==> src/rtl/score_pkg.sv <==
// Shared score types used by score keeping, game control and the draw path.
// Digit nibbles are packed BCD so sprite lookup needs no divide.
package score_pkg;

   typedef enum logic [1:0] {
      IDLE   = 2'd0,
      RUN    = 2'd1,
      PAUSED = 2'd2,
      OVER   = 2'd3
   } game_state_t;

   typedef logic [3:0] bcd_digit_t;

   localparam bcd_digit_t BCD_MAX_DIGIT = 4'd9;

endpackage

==> src/rtl/bcd_incrementer.sv <==
// Combinational +1 on a packed BCD number with ripple carry.
// low_zero[i] flags a digit that rolled from 9 to 0 on this increment.
module bcd_incrementer
   import score_pkg::*;
#(
   parameter int NUM_DIGITS = 5
) (
   input  logic [4*NUM_DIGITS-1:0] in_digits,
   output logic [4*NUM_DIGITS-1:0] out_digits,
   output logic                    carry_out,
   output logic [NUM_DIGITS-1:0]   low_zero
);

   logic [NUM_DIGITS:0] carry;

   assign carry[0] = 1'b1;

   for (genvar i = 0; i < NUM_DIGITS; i++) begin : g_dig
      bcd_digit_t d;
      assign d = in_digits[4*i +: 4];
      assign low_zero[i] = carry[i] && (d == BCD_MAX_DIGIT);
      assign carry[i+1] = low_zero[i];
      assign out_digits[4*i +: 4] = !carry[i]   ? d :
                                    low_zero[i] ? 4'd0 :
                                                  d + 4'd1;
   end

   assign carry_out = carry[NUM_DIGITS];

endmodule

==> src/rtl/score_keeper_bcd.sv <==
// Frame-driven BCD score keeper with game FSM, milestone pulse and high score.
// High score register/compare is present only when SCORE_HISCORE_EN is defined.
module score_keeper_bcd
   import score_pkg::*;
#(
   parameter int FRAMES_PER_POINT = 10,
   parameter int NUM_DIGITS       = 5,
   parameter int MILESTONE_DIGITS = 2
) (
   input  logic                    frame_Clk,
   input  logic                    Reset_n,
   input  logic                    start,
   input  logic                    pause,
   input  logic                    collide,
   output logic [4*NUM_DIGITS-1:0] score_digits,
   output logic [4*NUM_DIGITS-1:0] hi_digits,
   output game_state_t             game_state,
   output logic                    milestone,
   output logic                    new_hi
);

   localparam int FCW = $clog2(FRAMES_PER_POINT + 1);
   localparam logic [FCW-1:0] FC_ONE = FCW'(1);
   localparam logic [FCW-1:0] FC_MAX = FCW'(FRAMES_PER_POINT);

   logic [FCW-1:0]          frame_count;
   logic [4*NUM_DIGITS-1:0] score_inc;
   logic                    carry_out;
   logic [NUM_DIGITS-1:0]   low_zero;
   logic                    counting;
   logic                    point_due;
   logic                    ms_hit;
   logic                    restart;
   logic                    unused_lz;
   game_state_t             state_nxt;

   bcd_incrementer #(
      .NUM_DIGITS(NUM_DIGITS)
   ) u_inc (
      .in_digits (score_digits),
      .out_digits(score_inc),
      .carry_out (carry_out),
      .low_zero  (low_zero)
   );

   // collide and pause both suppress counting on their edge
   assign counting  = (game_state == RUN) && !collide && !pause;
   assign point_due = counting && (frame_count >= FC_MAX);
   assign ms_hit    = (&low_zero[MILESTONE_DIGITS-1:0]) | carry_out;
   assign restart   = start && ((game_state == IDLE) || (game_state == OVER));
   assign unused_lz = ^low_zero;

   always_comb begin
      state_nxt = game_state;
      unique case (game_state)
         IDLE:    if (start) state_nxt = RUN;
         RUN:     if (collide) state_nxt = OVER;
                  else if (pause) state_nxt = PAUSED;
         PAUSED:  if (collide) state_nxt = OVER;
                  else if (!pause) state_nxt = RUN;
         OVER:    if (start) state_nxt = RUN;
         default: state_nxt = IDLE;
      endcase
   end

   always_ff @(posedge frame_Clk or negedge Reset_n) begin
      if (!Reset_n) begin
         game_state   <= IDLE;
         frame_count  <= FC_ONE;
         score_digits <= '0;
         milestone    <= 1'b0;
      end else begin
         game_state <= state_nxt;
         milestone  <= point_due && ms_hit;
         if (restart) begin
            score_digits <= '0;
            frame_count  <= FC_ONE;
         end else if (point_due) begin
            score_digits <= score_inc;
            frame_count  <= FC_ONE;
         end else if (counting) begin
            frame_count <= frame_count + FC_ONE;
         end
      end
   end

`ifdef SCORE_HISCORE_EN
   // score is frozen in OVER, so only the first OVER edge can win
   always_ff @(posedge frame_Clk or negedge Reset_n) begin
      if (!Reset_n) begin
         hi_digits <= '0;
         new_hi    <= 1'b0;
      end else begin
         new_hi <= 1'b0;
         if ((game_state == OVER) && (score_digits > hi_digits)) begin
            hi_digits <= score_digits;
            new_hi    <= 1'b1;
         end
      end
   end
`else
   assign hi_digits = '0;
   assign new_hi    = 1'b0;
`endif

endmodule

==> config.mk <==
export PLATFORM = sky130hd
export DESIGN_NAME = score_keeper_bcd
export DESIGN_NICKNAME = d
export VERILOG_FILES = /design/src/rtl/score_pkg.sv /design/src/rtl/bcd_incrementer.sv /design/src/rtl/score_keeper_bcd.sv
export SDC_FILE = /design/constraint.sdc
export NUM_CORES = 1
export LEC_CHECK = 0
export CAP_MARGIN = 20
export CORE_UTILIZATION = 48
export DETAILED_ROUTE_END_ITERATION = 12
export GPL_ROUTABILITY_DRIVEN = 1
export PLACE_DENSITY = 0.8
export SLEW_MARGIN = 20
export SYNTH_ARGS = -nofsm -noshare
export SYNTH_HDL_FRONTEND = slang
export SYNTH_SLANG_ARGS = --single-unit
==> constraint.sdc <==
create_clock -name frame_Clk -period 2.8 [get_ports frame_Clk]
set_input_delay 0.56 -clock frame_Clk [delete_from_list [all_inputs] [get_ports frame_Clk]]
set_output_delay 0.56 -clock frame_Clk [all_outputs]
set_load 0.005 [all_outputs]
# After elaboration in Yosys (flattened, before gate mapping)
# Index checks and enable logic that the tools add are counted.
dict set report word_totals {
  regBits 27
  input_bits 5
  out_inout_bits 44
  elab_cells 73
}
dict set report op_classes {
  addsub 6
  magnitude_cmp 1
  eq_ne 11
  n_mux 20
  bitwise_logic 1
  reduce_logical 26
}
# op count
set op_table {}
lappend op_table {{$mux 4} 12}
lappend op_table {{$mux 20} 2}
lappend op_table {{$add 4x1->4 const B} 6}
lappend op_table {{$eq 4x4->1 const B} 5}
lappend op_table {{$mux 2} 5}
lappend op_table {{$reduce_and 2->1} 5}
lappend op_table {{$reduce_bool 2->1} 5}
lappend op_table {{$logic_and 1x1->1} 9}
lappend op_table {{$ne 3x3->1 const B} 2}
lappend op_table {{$pmux 2 s3} 1}
lappend op_table {{$eq 2x2->1 const B} 2}
lappend op_table {{$ge 4x4->1 const B} 1}
lappend op_table {{$reduce_and 3->1} 1}
lappend op_table {{$reduce_bool 3->1} 1}
lappend op_table {{$eq 2x1->1 const B} 1}
lappend op_table {{$logic_not 1->1} 2}
lappend op_table {{$logic_not 2->1} 1}
lappend op_table {{$ne 2x1->1 const B} 1}
lappend op_table {{$reduce_or 2->1} 1}
lappend op_table {{$logic_or 1x1->1} 1}
lappend op_table {{$or 1x1->1} 1}

# Depth between registers and ports, before layout
dict set report depth {
  ltp_word 9
  ltp_mapped 9
  mapped_depth_nobuf 7
}

# Modules after synthesis
# Synthesis repeated with hierarchy kept, for this count alone.
dict set report hier_totals {
  hier_cells 246
  area_unflattened_um2 2117.0
}
# module n_inst cells_each area_per_inst_um2 seq_area_each_um2
set by_module_without_submodules {}
lappend by_module_without_submodules {score_keeper_bcd 1 158 1520.2 676.9}
lappend by_module_without_submodules {bcd_incrementer 1 88 596.8 0.0}

# Least setup slack after synthesis
# OpenSTA, ideal clock, no wires.
dict set report synth_path {
  path_type {register -> register}
  from {register frame_count[0]}
  to {register score_digits[6]}
  setup_ns 0.078
  arrival_ns 1.927
  required_time_ns 2.722
  slack_ns 0.795
  stages_incl_launch_ff 9
  n_path_buf 1
  path_cell_list {dfstp_2 -> inv_1 -> ha_1 -> o31a_1 -> nand4_4 -> buf_6 -> inv_1 -> or3_1 -> a21oi_1}
}
dict set report synth_via {
  elab_chain_len 4
}
# element line_no
set synth_lines {}
lappend synth_lines {{from (decl)} score_keeper_bcd.sv:26} ;# logic [FCW-1:0] frame_count;
lappend synth_lines {{from (signal assigned)} score_keeper_bcd.sv:82} ;# frame_count <= frame_count + FC_ONE;
lappend synth_lines {{$ge 4x4->1} score_keeper_bcd.sv:48} ;# assign point_due = counting && (frame_count >= FC_MAX);
lappend synth_lines {{$logic_and 1x1->1} score_keeper_bcd.sv:48}
lappend synth_lines {{$reduce_bool 2->1 (no source line)} n/a}
lappend synth_lines {{$reduce_and 2->1 (no source line)} n/a}
lappend synth_lines {{to (signal assigned)} score_keeper_bcd.sv:79} ;# score_digits <= score_inc;
lappend synth_lines {{to (decl)} score_keeper_bcd.sv:15} ;# output logic [4*NUM_DIGITS-1:0] score_digits,
# Every way passes these cells.
# A chain may end at the register's enable or synchronous reset.

# Worst setup path after layout
# Ends and elaborated chain as after synthesis.

==> results.py <==
metrics = {
    "finish": {
        "nFillCells": 311,
        "area_delta_synth_final_pct": 15.43,
        "drive_gt1_share_pct": 5.381,
        "nets": 244,
        "n_antenna_cell": 0,
    },
    "clock_network": {
        "clockBufferDepth": 2,
        "cts_tree": "built",
        "path_clk_slew_ns": 0.10,
        "post_cts_buffers": 0,
        "htreeDepth": 1,
        "hold_buffers": 0,
        "post_cts_resized": 0,
        "cts_root_buffer": "clkbuf_8",
        "cts-buffers-inserted": 3,
        "cts.sinks": 27,
        "clk_latency_ns": 0.27,
    },
    "floorplanning": {
        "rows": 21,
        "ioPinCount": 49,
        "start_util_pct": 52.05,
        "core-area_um2": 3442,
        "die_x_um": 63.10,
        "die_h_um": 63.10,
        "die_area_um2": 3981,
    },
    "routing": {
        "ant_nets": 0,
        "vias_per_cell": 5.424,
        "drt_first_pass_iters": 4,
        "drt_iter0_markers": 99,
        "drc": 0,
        "wl_per_cell_um": 12.25,
        "wirelength_mm": 3.295,
        "routed-via-count": 1459,
    },
    "worst_setup_path": {
        "cpPeakStageDelay_ns": 0.56,
        "cp-startpoint": "frame_count[0]$_DFFE_PN1P_",
        "path_class": "flop to flop",
        "worst_path_most_repeated_cell": "inv_1",
        "critPathRequiredTime_ns": 3.00,
        "reg2reg_to": "score_digits[6]$_DFFE_PN0P_",
        "path_cells": "inv_1 > ha_1 > o31a_1 > nand4_4 > inv_1 > or3_1 > a21oi_1",
        "reg2reg_depth": 7,
        "endpoint_kind": "flop",
        "crit_fanout": 24,
        "worstSetupEndpoint": "score_digits[6]$_DFFE_PN0P_",
        "rr_startpoint": "frame_count[0]$_DFFE_PN1P_",
        "worstSetupStartpointType": "flop",
        "arrival_ns": 2.47,
        "crit_path_top_delay_cell": "dfstp_2",
        "regToRegSetupSlack_ns": 0.54,
    },
    "logic_synthesis": {
        "synth-adder-area-share_pct": 10.47,
        "synth_seq_area_share_pct": 37.78,
        "synth_top_cell_area_share_pct": 36.31,
        "synth_edf_count": 0,
        "ys_ff_latch": 27,
        "synth_compound_area_share_pct": 15.71,
        "synth_area_leaders": "dfrtp_1 (36%), ha_1 (10%), buf_4 (8.8%), a21oi_1 (7.3%), or4_1 (3.4%)",
        "synth-simple-area-share_pct": 21.93,
        "ys.flop_type": "dfrtp_1",
        "synth_xor_area_share_pct": 0,
        "ys_warn_count": 0,
        "syn_inst": 198,
        "synth_common_cells": "a21oi_1 (26), dfrtp_1 (26), buf_4 (21)",
        "syn_area_per_cell_um2": 9.049,
        "syn_area_um2": 1792,
        "synthArstFlopShare_pct": 100.0,
        "synth_top_area_cell": "dfrtp_1",
        "synth_cell_types": 38,
        "synth_top_family_by_area": "simple AND/OR/NAND/NOR gates",
        "synth_mux_area_share_pct": 0.5587,
    },
    "global_routing": {
        "antenna_found_initial": 0,
        "grt_pass1_vias": 1306,
        "grt.overflow.total": 0,
        "grt_max_degree": 28,
        "grt_pass1_wl_mm": 5.713,
        "grt.total_usage_pct": 17.76,
    },
    "min_path": {
        "hold_class": "flop to flop",
    },
    "timing": {
        "worstMarginPinSlew_ns": 0.6523,
        "slew_violations": 0,
        "tns_ns": 0,
        "slew_headroom_pct": 56.14,
        "post-route-period-util_pct": 80.87,
        "skew_ns": 0.002339,
        "setup_viol": 0,
        "hold_viol": 0,
        "post-route-min-period_ns": 2.264,
        "worst_slack_ns": 0.5358,
        "rsz0062_at_grt": "no",
        "fmax_ghz": 0.4417,
    },
    "power": {
        "p_switching_mw": 0.3385,
        "ir_drop_mv": 0.3908,
        "p_clk_share_pct": 23.3,
        "p_leak_nw": 0.9174,
        "power_density_nw_per_um2": 479.0,
        "seq_power_share_pct": 45.8,
        "combPwrFrac_pct": 30.9,
        "swShare_pct": 34.18,
        "p_int_mw": 0.6521,
        "fin_total_pwr_mw": 0.9906,
    },
    "placement": {
        "gp_congestion": 0.7751,
        "hpwl_mm": 2.342,
        "io_buffers": 27,
        "pre_cts_ws_ns": 0.3114,
    },
    "job": {
        "cap_violations": 0,
    },
    "run_status": {
        "status": "complete, no violations",
    },
}
final cells by class:
| type | instances | area [um2] | area share, % |
|---|---|---|---|
| timing repair buffer | 30 | 292.8 | 14.16 |
| multi-input combinational | 151 | 950.9 | 45.98 |
| clock buffer | 3 | 41.29 | 1.996 |
| tap | 46 | 57.56 | 2.783 |
| sequential | 27 | 676.9 | 32.73 |
| inverter | 11 | 41.29 | 1.996 |
| clock inverter | 1 | 7.507 | 0.3630 |
state kept, by name, summed over array words and instances, names as in the netlist:
| signal | count |
|---|---|
| frame_count | 4 |
| game_state | 2 |
| milestone | 1 |
| score_digits | 20 |
cells in the final DEF (no fill, tap or decap), types with 2 or more instances in the layout:
master / count
ha_1: 15
a31oi_1: 3
a21oi_1: 26
and3b_1: 5
or3_1: 8
nand2_1: 11
nor3_1: 2
and2_1: 3
inv_1: 11
nor2_1: 10
clkdlybuf4s50_1: 27
o21ai_0: 11
nand4_1: 2
nand3_1: 8
clkbuf_8: 3
o31ai_1: 4
buf_4: 3
dfrtp_1: 26
conb_1: 21
or4_1: 8
worst max-delay path, delay by kind of cell (launching register included):
kind / cells / cell delay, ns
flip-flops: 1 / 0.56
adder cells (fa/ha/maj): 1 / 0.23
AO/OA/AOI/OAI: 2 / 0.56
AND/OR/NAND/NOR: 2 / 0.64
buffers and inverters: 2 / 0.21
metal layers:
metal	vias to the layer above	GRT usage (%)	wire length [um]
li1	718	-	-
met1	705	22.72	1577
met2	34	30.91	1585
met3	2	2.174	112
met4	0	5.523	20
met5	-	0	0
kinds of logic (layout without fill, tap and decap cells):
family | Yosys count | in the layout
buf+inv | 40 | 45
flops | 27 | 27
fa+ha+maj | 15 | 15
mux | 1 | 1
simple gates | 64 | 64
other cells | 1 | 21
compound gates | 50 | 50
power groups by stage:
stage               Sequential (mW)  Combinational (mW)  Clock, mW
floorplan                     0.456               0.230          0
detailed placement            0.461               0.303          0
global route                  0.459               0.343      0.257
global placement              0.460               0.299          0
CTS                           0.453               0.306      0.234
finish                        0.454               0.306      0.231
worst min-delay path by stage:
stage	start	to	depth (start not counted)
after detailed placement	score_digits[11]$_DFFE_PN0P_	score_digits[11]$_DFFE_PN0P_	1
after floorplan	Reset_n	frame_count[1]$_DFFE_PN0P_	0
final	score_digits[15]$_DFFE_PN0P_	score_digits[15]$_DFFE_PN0P_	2
after global placement	score_digits[11]$_DFFE_PN0P_	score_digits[11]$_DFFE_PN0P_	1
after global routing	score_digits[15]$_DFFE_PN0P_	score_digits[15]$_DFFE_PN0P_	2
after CTS	score_digits[11]$_DFFE_PN0P_	score_digits[11]$_DFFE_PN0P_	1
stage by stage:
| step | cell area, um2 | std cells | util [%] | hold WS, ns |
|---|---|---|---|---|
| 3_3_place_gp | 2019 | 265 | 58.67 | 0.5481 |
| 6_report | 2068 | 269 | 60.09 | 0.5770 |
| 4_1_cts | 2068 | 269 | 60.09 | 0.5737 |
| 2_1_floorplan | 1867 | 218 | - | 0.2644 |
| 5_1_grt | 2068 | 269 | 60.09 | 0.6120 |
| 3_5_place_dp | 2019 | 265 | 58.67 | 0.5512 |
(Power assumes the default switching activity.)
